$ cat src/rtl/mips16_pkg.sv
// ---------------------------------------------------------------------------
// mips16_pkg
// Shared types and constants for the mips16 result-streaming logic.
//   tx_state_t      : UART transmitter FSM states
//   UART_START_BIT  : line level of a start bit
//   UART_STOP_BIT   : line level of a stop bit (also the idle level)
//   BITS_PER_BYTE   : data bits per 8N1 frame
//   RESULT_W        : width of one CPU result word
// ---------------------------------------------------------------------------
package mips16_pkg;

    typedef enum logic [1:0] {
        IDLE  = 2'd0,
        START = 2'd1,
        DATA  = 2'd2,
        STOP  = 2'd3
    } tx_state_t;

    localparam logic UART_START_BIT = 1'b0;
    localparam logic UART_STOP_BIT  = 1'b1;
    localparam int   BITS_PER_BYTE  = 8;
    localparam int   RESULT_W       = 16;

endpackage

$ cat src/rtl/result_fifo.sv
// ---------------------------------------------------------------------------
// result_fifo
// Small synchronous FIFO used to buffer CPU result words ahead of the UART.
//   clk, rst   : clock, synchronous active-high reset
//   push       : write push_data (ignored while full)
//   push_data  : word to store
//   pop        : remove the head word (ignored while empty)
//   pop_data   : current head word, valid whenever empty is low
//   full/empty : status, derived from the registered count only
//   count      : number of words buffered (0..FIFO_DEPTH)
// ---------------------------------------------------------------------------
module result_fifo #(
    parameter int DATA_W     = 16,
    parameter int FIFO_DEPTH = 4
) (
    input  logic                          clk,
    input  logic                          rst,
    input  logic                          push,
    input  logic [DATA_W-1:0]             push_data,
    input  logic                          pop,
    output logic [DATA_W-1:0]             pop_data,
    output logic                          full,
    output logic                          empty,
    output logic [$clog2(FIFO_DEPTH):0]   count
);

    localparam int PTR_W = $clog2(FIFO_DEPTH);
    localparam int CNT_W = PTR_W + 1;

    logic [DATA_W-1:0] mem_q [FIFO_DEPTH];
    logic [PTR_W-1:0]  wr_ptr_q, wr_ptr_d;
    logic [PTR_W-1:0]  rd_ptr_q, rd_ptr_d;
    logic [CNT_W-1:0]  count_q, count_d;
    logic              push_ok;
    logic              pop_ok;

    assign full     = (count_q == CNT_W'(FIFO_DEPTH));
    assign empty    = (count_q == '0);
    assign count    = count_q;
    // Head is read combinationally so a word written at one edge can be
    // popped at the very next edge (cut-through into an idle transmitter).
    assign pop_data = mem_q[rd_ptr_q];

    assign push_ok = push && !full;
    assign pop_ok  = pop && !empty;

    always_comb begin
        wr_ptr_d = wr_ptr_q;
        rd_ptr_d = rd_ptr_q;
        count_d  = count_q;
        // Depth is a power of two, so pointers wrap naturally.
        if (push_ok) wr_ptr_d = wr_ptr_q + PTR_W'(1);
        if (pop_ok)  rd_ptr_d = rd_ptr_q + PTR_W'(1);
        case ({push_ok, pop_ok})
            2'b10:   count_d = count_q + CNT_W'(1);
            2'b01:   count_d = count_q - CNT_W'(1);
            default: count_d = count_q;
        endcase
    end

    // Storage carries no reset; the pointers alone define what is valid.
    always_ff @(posedge clk) begin
        if (push_ok) begin
            mem_q[wr_ptr_q] <= push_data;
        end
    end

    always_ff @(posedge clk) begin
        if (rst) begin
            wr_ptr_q <= '0;
            rd_ptr_q <= '0;
            count_q  <= '0;
        end else begin
            wr_ptr_q <= wr_ptr_d;
            rd_ptr_q <= rd_ptr_d;
            count_q  <= count_d;
        end
    end

endmodule

$ cat src/rtl/alu_result_uart_tx.sv
// ---------------------------------------------------------------------------
// alu_result_uart_tx
// Captures 16-bit CPU results into a FIFO and streams each word over a UART
// line as two 8N1 frames, low byte first.
//   clk, rst   : clock, synchronous active-high reset
//   res_valid  : result word present this cycle
//   res_data   : result word
//   res_ready  : FIFO not full; a word is accepted iff res_valid && res_ready
//   tx         : registered UART serial output, idle high
//   busy       : transmitter not idle
//   fifo_count : words currently buffered
//   overflow   : sticky, a word was offered while full and dropped
// ---------------------------------------------------------------------------
module alu_result_uart_tx
    import mips16_pkg::*;
#(
    parameter int CLKS_PER_BIT = 16,
    parameter int FIFO_DEPTH   = 4,
    parameter int DATA_W       = 16
) (
    input  logic                          clk,
    input  logic                          rst,
    input  logic                          res_valid,
    input  logic [DATA_W-1:0]             res_data,
    output logic                          res_ready,
    output logic                          tx,
    output logic                          busy,
    output logic [$clog2(FIFO_DEPTH):0]   fifo_count,
    output logic                          overflow
);

    localparam int BAUD_W = $clog2(CLKS_PER_BIT);
    localparam int BIT_W  = $clog2(BITS_PER_BYTE);

    logic [RESULT_W-1:0] fifo_head;
    logic                fifo_full;
    logic                fifo_empty;
    logic                fifo_pop;

    tx_state_t           state_q, state_d;
    logic [BAUD_W-1:0]   baud_q, baud_d;
    logic [BIT_W-1:0]    bit_q, bit_d;
    logic                byte_sel_q, byte_sel_d;
    logic [RESULT_W-1:0] hold_q, hold_d;
    logic                tx_q, tx_d;
    logic                overflow_q, overflow_d;

    logic                baud_end;
    logic [7:0]          cur_byte;

    result_fifo #(
        .DATA_W     (RESULT_W),
        .FIFO_DEPTH (FIFO_DEPTH)
    ) u_fifo (
        .clk       (clk),
        .rst       (rst),
        .push      (res_valid),
        .push_data (res_data),
        .pop       (fifo_pop),
        .pop_data  (fifo_head),
        .full      (fifo_full),
        .empty     (fifo_empty),
        .count     (fifo_count)
    );

    assign res_ready = !fifo_full;
    assign busy      = (state_q != IDLE);
    assign tx        = tx_q;
    assign overflow  = overflow_q;
    assign baud_end  = (baud_q == BAUD_W'(CLKS_PER_BIT - 1));

    always_comb begin
        state_d    = state_q;
        baud_d     = baud_q;
        bit_d      = bit_q;
        byte_sel_d = byte_sel_q;
        hold_d     = hold_q;
        fifo_pop   = 1'b0;
        overflow_d = overflow_q | (res_valid & fifo_full);

        if (state_q == IDLE) begin
            baud_d = '0;
        end else begin
            baud_d = baud_end ? '0 : baud_q + BAUD_W'(1);
        end

        case (state_q)
            IDLE: begin
                if (!fifo_empty) begin
                    fifo_pop   = 1'b1;
                    hold_d     = fifo_head;
                    byte_sel_d = 1'b0;
                    state_d    = START;
                end
            end
            START: begin
                if (baud_end) begin
                    bit_d   = '0;
                    state_d = DATA;
                end
            end
            DATA: begin
                if (baud_end) begin
                    if (bit_q == BIT_W'(BITS_PER_BYTE - 1)) begin
                        state_d = STOP;
                    end else begin
                        bit_d = bit_q + BIT_W'(1);
                    end
                end
            end
            STOP: begin
                if (baud_end) begin
                    if (!byte_sel_q) begin
                        byte_sel_d = 1'b1;
                        state_d    = START;
                    end else if (!fifo_empty) begin
                        // Chain straight into the next word with no idle gap.
                        fifo_pop   = 1'b1;
                        hold_d     = fifo_head;
                        byte_sel_d = 1'b0;
                        state_d    = START;
                    end else begin
                        state_d = IDLE;
                    end
                end
            end
            default: state_d = IDLE;
        endcase

        // tx is produced from the next-state values so the line level is
        // registered and lines up exactly with the state it belongs to.
        cur_byte = byte_sel_d ? hold_d[15:8] : hold_d[7:0];
        case (state_d)
            START:   tx_d = UART_START_BIT;
            DATA:    tx_d = cur_byte[bit_d];
            default: tx_d = UART_STOP_BIT;
        endcase
    end

    always_ff @(posedge clk) begin
        if (rst) begin
            state_q    <= IDLE;
            baud_q     <= '0;
            bit_q      <= '0;
            byte_sel_q <= 1'b0;
            hold_q     <= '0;
            tx_q       <= UART_STOP_BIT;
            overflow_q <= 1'b0;
        end else begin
            state_q    <= state_d;
            baud_q     <= baud_d;
            bit_q      <= bit_d;
            byte_sel_q <= byte_sel_d;
            hold_q     <= hold_d;
            tx_q       <= tx_d;
            overflow_q <= overflow_d;
        end
    end

endmodule
$ cat config.mk
export PLATFORM = sky130hd
export DESIGN_NAME = alu_result_uart_tx
export DESIGN_NICKNAME = d
export VERILOG_FILES = /design/src/rtl/mips16_pkg.sv /design/src/rtl/result_fifo.sv /design/src/rtl/alu_result_uart_tx.sv
export SDC_FILE = /design/constraint.sdc
export NUM_CORES = 1
export LEC_CHECK = 0
export CAP_MARGIN = 40
export CORE_UTILIZATION = 40
export DETAILED_ROUTE_END_ITERATION = 16
export SETUP_SLACK_MARGIN = 0.02
export SLEW_MARGIN = 20
export SYNTH_ARGS = -nofsm -noshare
export SYNTH_HDL_FRONTEND = slang
export SYNTH_SLANG_ARGS = --single-unit
$ cat constraint.sdc
create_clock -name clk -period 3.45 [get_ports clk]
set_input_delay 0.69 -clock clk [delete_from_list [all_inputs] [get_ports clk]]
set_output_delay 0.69 -clock clk [all_outputs]
set_load 0.05 [all_outputs]
# Word level (Yosys, flattened, before mapping)
# Memories as Yosys holds them, arrays and structs flattened. A register that Yosys moved wholly into a read port is not among the register bits.
# Cells that the tools add are included.
# word_totals
elab_cells	73
ramBits	64
out_inout_bits	7
inputBits	19
regBits	35
mem_count	1
# mem_list
memory	words	word_bits	rd	rd_ports_with_merged_regs	wr	line	text
u_fifo.mem_q	4	16	1	1	1	result_fifo.sv:30	logic [DATA_W-1:0] mem_q [FIFO_DEPTH];
# op_classes
magnitude_cmp	1
reduce_logical	9
muxes	34
eq_ne	10
n_addsub	6
bitwise	2
# op_table
operator	count
16-bit two-way mux	3
16-bit one-hot mux with 2 select lines	1
2-bit two-way mux	7
1-bit two-way mux	12
3-bit one-hot mux with 2 select lines	2
3-bit two-way mux	3
2-bit equality test (second input constant)	4
8-bit two-way mux	1
2-bit one-hot mux with 4 select lines	1
3-bit by 1-bit adder with 3-bit output (second input constant)	2
2-bit by 1-bit equality test with 1-bit output (second input constant)	3
3-bit equality test (second input constant)	2
1-bit one-hot mux with 2 select lines	3
2-bit by 1-bit adder with 2-bit output (second input constant)	2
4-bit by 1-bit adder with 4-bit output (second input constant)	1
4-bit equality test (second input constant)	1
3-bit by 4-bit less-than comparator with 1-bit output (second input constant)	1
2-bit nonzero test	2
1-bit binary-select mux with 3-bit select	1
3-bit zero test	1
3-bit OR reduction	1
3-bit by 1-bit subtractor with 3-bit output (second input constant)	1
1-bit logical AND	2
1-bit zero test	2
other kinds (3)	3

# Depth between registers and ports, before layout
# logic_depth
word_depth	9
mapped_depth	13
depth_no_buf	11

# Modules after synthesis
# Synthesis repeated with hierarchy kept, for this count alone.
# hier_totals
hier_cells	316
hier_area_um2	4399.2
# modules_own_cells
mod	area_per_inst_um2	n_inst	cells_each	seq_area_each_um2
result_fifo	2821.5	1	138	2102.0
alu_result_uart_tx	1577.8	1	178	560.5

# Least setup slack after synthesis
# Ideal clock, no wire load.
# synth_path
kind	reg-to-reg
start	register state_q[0]
end	register u_fifo.count_q[2], in the netlist u_fifo.count[2]
setup_time_ns	0.071
path_stages_with_launch	14
slack_ns	0.618
arrival_time_ns	2.762
required_time_ns	3.379
synth_period_minus_slack_ns	2.832
n_path_buf	2
cell_sequence	dfxtp_1 > inv_1 > ha_1 > buf_2 > inv_1 > o21ai_0 > and2_1 > clkbuf_1 > ha_1 > inv_1 > fa_1 > xor2_1 > or3_1 > a21oi_1
# synth_via
elab_chain_cells	5
elab_cells_between_ends	8
cone_classes	eq/ne (3); mux (2); reduce/logical (3)
# synth_rtl
element	line	text
start: declaration	alu_result_uart_tx.sv:40	tx_state_t state_q, state_d;
start signal: assignment	alu_result_uart_tx.sv:150	state_q <= state_d;
2-bit equality test or 2-bit zero test (tied branches)	alu_result_uart_tx.sv:87	case (state_q)
1-bit one-hot mux with 2 select lines (*)	alu_result_uart_tx.sv:87	
1-bit logical AND (*)	result_fifo.sv:45	assign pop_ok = pop && !empty;
named net u_fifo.pop_ok	result_fifo.sv:35	logic pop_ok;
2-bit by 1-bit equality test with 1-bit output or 2-bit equality test (tied branches)	result_fifo.sv:54	case ({push_ok, pop_ok})
3-bit one-hot mux with 2 select lines or 2-bit nonzero test (tied branches)	-	
end signal: assignment	result_fifo.sv:76	count_q <= count_d;
end: declaration	result_fifo.sv:33	logic [CNT_W-1:0] count_q, count_d;
# The timed path passes the listed nets; every way through them passes the cells marked *.
# A chain may end at the register's enable or synchronous reset.

# Final worst setup path
# layout_path
start	register state_q[0]
end	register tx_q, in the netlist tx
# layout_via
elab_chain_cells	6
elab_cells_between_ends	19
cone_classes	eq/ne (5); mux (13); reduce/logical (1)
# layout_rtl
element	line	text
2-bit equality test or 2-bit zero test (tied branches)	alu_result_uart_tx.sv:87	
16-bit one-hot mux with 2 select lines or 1-bit one-hot mux with 2 select lines (tied branches)	alu_result_uart_tx.sv:87	
8-bit two-way mux	alu_result_uart_tx.sv:132	cur_byte = byte_sel_d ? hold_d[15:8] : hold_d[7:0];
1-bit binary-select mux with 3-bit select	alu_result_uart_tx.sv:135	DATA: tx_d = cur_byte[bit_d];
1-bit two-way mux (not written as such)	alu_result_uart_tx.sv:135	
1-bit one-hot mux with 2 select lines (*)	alu_result_uart_tx.sv:133	case (state_d)
end signal: assignment	alu_result_uart_tx.sv:155	tx_q <= tx_d;
end: declaration	alu_result_uart_tx.sv:45	logic tx_q, tx_d;
# Every way passes the cells marked *; elsewhere a longest branch is shown, timed or not. The select of a mux whose other input is x is not followed.

==> metrics.csv <==
stage;metric;value;unit
clocking;clk_pin_slew;0.10;ns
clocking;post_cts_buffers;0;
floorplan;initial_core_util;41.2;%
timing;clock_skew;0.00976;ns
pwr;fin_total_pwr;3.73;mW
place;gp_congestion;0.733;
grt;grt_pass1_vias;2529;
floorplan;num_rows;37;
setup_path;critPathArrivalTime;3.25;ns
setup_path;path_class;reg -> reg;
timing;max_slew_margin;56.8;%
logic_synthesis;synth_nets;332;
layout;final_util;47.4;%
place;dp_slack;0.479;ns
logic_synthesis;avgSynthCellArea;14.1;um2
setup_path;cp_max_fo;17;
logic_synthesis;synth-edff-count;64;
logic_synthesis;ys_warn_count;0;
pwr;peakVddDrop;0.000319;V
layout;seq_area;0.00266;mm2
layout;drive_gt1_share;15.6;%
place;dpl-instance-area;0.00469;mm2
logic_synthesis;yosys_register_bits;101;
layout;instances_no_fill;475;
clocking;cts_tree;done;
timing;setup_ws;0.450;ns
grt;antenna_found_initial;0;
timing;hold_viol_final;0;
clocking;clockBufferDepth;2;
timing;drv_slew;0;
timing;setup_viol;0;
place;dp_hpwl;5180;um
setup_path;end_kind;flop;
grt;grt_pass1_wl;12600;um
detailed_routing;avgRoutedWirePerCell;16.1;um
timing;timing.hold.ws;0.477;ns
clocking;clock_latency;0.37;ns
pwr;p_per_area;763;mW/mm2
timing;worstMarginPinSlew;0.647;ns
setup_path;critPathSlowestCell;a221o_1;
layout;final_cell_area;0.00489;mm2
grt;grt_start_max_net_pins;19;
floorplan;die_x;105;um
detailed_routing;drc_errors;0;
min_path;min_path_type;reg -> reg;
clocking;cts-buffers-inserted;9;
logic_synthesis;ys_seq_area_share;62.6;%
run_status;outcome;finished, final reports clean;
place;dp_cells;459;
setup_path;worstPathRequired;3.71;ns
detailed_routing;ant_nets;0;
place;io_buffers;25;
logic_synthesis;syn_area;0.00426;mm2
detailed_routing;drt-initial-drc-count;142;
clocking;cts_hold_buf;0;
logic_synthesis;synthCells;301;
logic_synthesis;ys.flop_type;edfxtp_1;
detailed_routing;routed_wl;7630;um
layout;num-fill-cells;897;
layout;antennaDiodeCount;0;
clocking;postCtsResizedCells;0;
grt;track_usage;15.0;%
timing;setup_tns;0;ns
pwr;p_leak;1.65;nW
timing;clock.fmax;0.333;GHz
timing;final.min_clock_period;3.00;ns
detailed_routing;dr.pass1.iters;4;
timing;rsz0062_at_grt;no;
layout;layout.nets;365;
clocking;root_buffer;clkbuf_8;
floorplan;dieArea;0.0111;mm2
layout;multi_input_area;0.00147;mm2
flow_run;max_cap_viol_count;0;
timing;period_share;87.0;%
grt;grt_overflow;0;
clocking;htree_levels;3;
setup_path;start_kind;flop;
floorplan;die_h;105;um
floorplan;core_area;0.0103;mm2
setup_path;slowest_delay;0.59;ns
detailed_routing;vias;2478;
logic_synthesis;ys_types;51;
layout;area_growth;14.9;%
logic_synthesis;synthArstFlopShare;0;%
clocking;cts_sinks;101;
setup_path;worstPathCellList;inv_1 > ha_1 > or2_0 > a221o_1 > a32oi_1 > a2111oi_0 > nor4_1 > nand3_1 > a311o_1;
floorplan;pin_count;26;
detailed_routing;via_per_inst;5.22;
==> where the power goes <==
part           total (mW)  leakage [nW]  switching (mW)  internal [mW]
combinational        1.37         0.670           0.826          0.546
sequential           1.60         0.889           0.103           1.50
clock               0.756        0.0910           0.413          0.343
==> flip-flops by register name, indices dropped and copies added (netlist names), named ones only <==
| signal | flops |
|---|---|
| u_fifo.mem_q | 64 |
| hold_q | 16 |
| baud_q | 4 |
| bit_q | 3 |
| u_fifo.count | 3 |
| state_q | 2 |
| u_fifo.rd_ptr_q | 2 |
| u_fifo.wr_ptr_q | 2 |
| byte_sel_q | 1 |
| overflow | 1 |
| tx | 1 |
==> worst paths after layout <==
check	endpoint	startpoint	cells after the start	slack, ns
max	tx$_SDFF_PP1_	state_q[0]$_SDFF_PP0_	9	0.45
max reg2reg	tx$_SDFF_PP1_	state_q[0]$_SDFF_PP0_	9	0.45
min	baud_q[0]$_SDFF_PP0_	baud_q[0]$_SDFF_PP0_	1	0.48
min reg2reg	baud_q[0]$_SDFF_PP0_	baud_q[0]$_SDFF_PP0_	1	0.48
==> cells in the mapped netlist, types with 2 or more instances <==
cell type  number  area [um2]
xor2_1          4        35.0
edfxtp_1       64        1920
nor4_1          3        18.8
a21oi_1         9        45.0
nand2_1        15        56.3
inv_1           9        33.8
and3_1          7        43.8
nor2_1         37         139
buf_6           2        22.5
mux4_2         16         360
a221o_1         4        40.0
xnor2_1         3        26.3
nor3_1          2        10.0
buf_4           2        15.0
a31oi_1         2        12.5
buf_2           3        15.0
nor4b_1         2        17.5
ha_1           11         138
nand4_1         2        12.5
clkbuf_1        8        30.0
and2_1          3        18.8
o21ai_0         3        15.0
a2111oi_0       4        35.0
mux2_2          2        22.5
a22oi_1         6        45.0
nand3_1         8        40.0
a32oi_1        10        87.6
dfxtp_1        37         741
==> placed cells by master (no fill, tap or decap), types with 2 or more instances in the layout <==
| cell type | n |
|---|---|
| edfxtp_1 | 64 |
| nor2_1 | 37 |
| dfxtp_1 | 37 |
| clkdlybuf4s50_1 | 25 |
| mux4_2 | 16 |
| nand2_1 | 15 |
| buf_4 | 12 |
| ha_1 | 11 |
| a32oi_1 | 10 |
| inv_1 | 9 |
| a21oi_1 | 9 |
| clkbuf_8 | 9 |
| nand3_1 | 8 |
| and3_1 | 7 |
| a22oi_1 | 6 |
| a221o_1 | 4 |
| xor2_1 | 4 |
| a2111oi_0 | 4 |
| o21ai_0 | 3 |
| and2_1 | 3 |
| xnor2_1 | 3 |
| nor4_1 | 3 |
| clkinvlp_4 | 3 |
| nor3_1 | 2 |
| nand4_1 | 2 |
| nor4b_1 | 2 |
| mux2_2 | 2 |
| a31oi_1 | 2 |
==> worst max-delay path: cells and delay by family (launching register included) <==
| family | cells | cell delay, ns |
|---|---|---|
| compound gates | 4 | 1.37 |
| fa+ha+maj | 1 | 0.35 |
| buf+inv | 1 | 0.09 |
| flops | 1 | 0.37 |
| simple gates | 3 | 0.70 |
==> final cells by class <==
cell class	instances	share of cell area [%]
Timing Repair Buffer	38	7.19
Sequential cell	101	54.4
Clock buffer	10	2.61
Clock inverter	6	1.48
Inverter	9	0.691
Tap cell	136	3.48
Multi-Input combinational cell	175	30.1
==> cells by family after synthesis <==
family          Yosys count  share of synthesized area (%)
buf+inv                  25                           2.82
flops                   101                           62.6
fa+ha+maj                12                           3.70
mux                      20                           9.59
simple gates             84                           9.20
compound gates           52                           10.7
xor+xnor                  7                           1.44
==> layer usage <==
layer	up-vias	part of all wire, %	track usage [%]
met1	1210	50	20.1
met4	0	1.7	5.03
li1	1224	-	-
met3	12	2.7	4.12
met5	-	0	0
met2	32	46	23.6
Note: power is estimated with default switching activity, not from simulation.
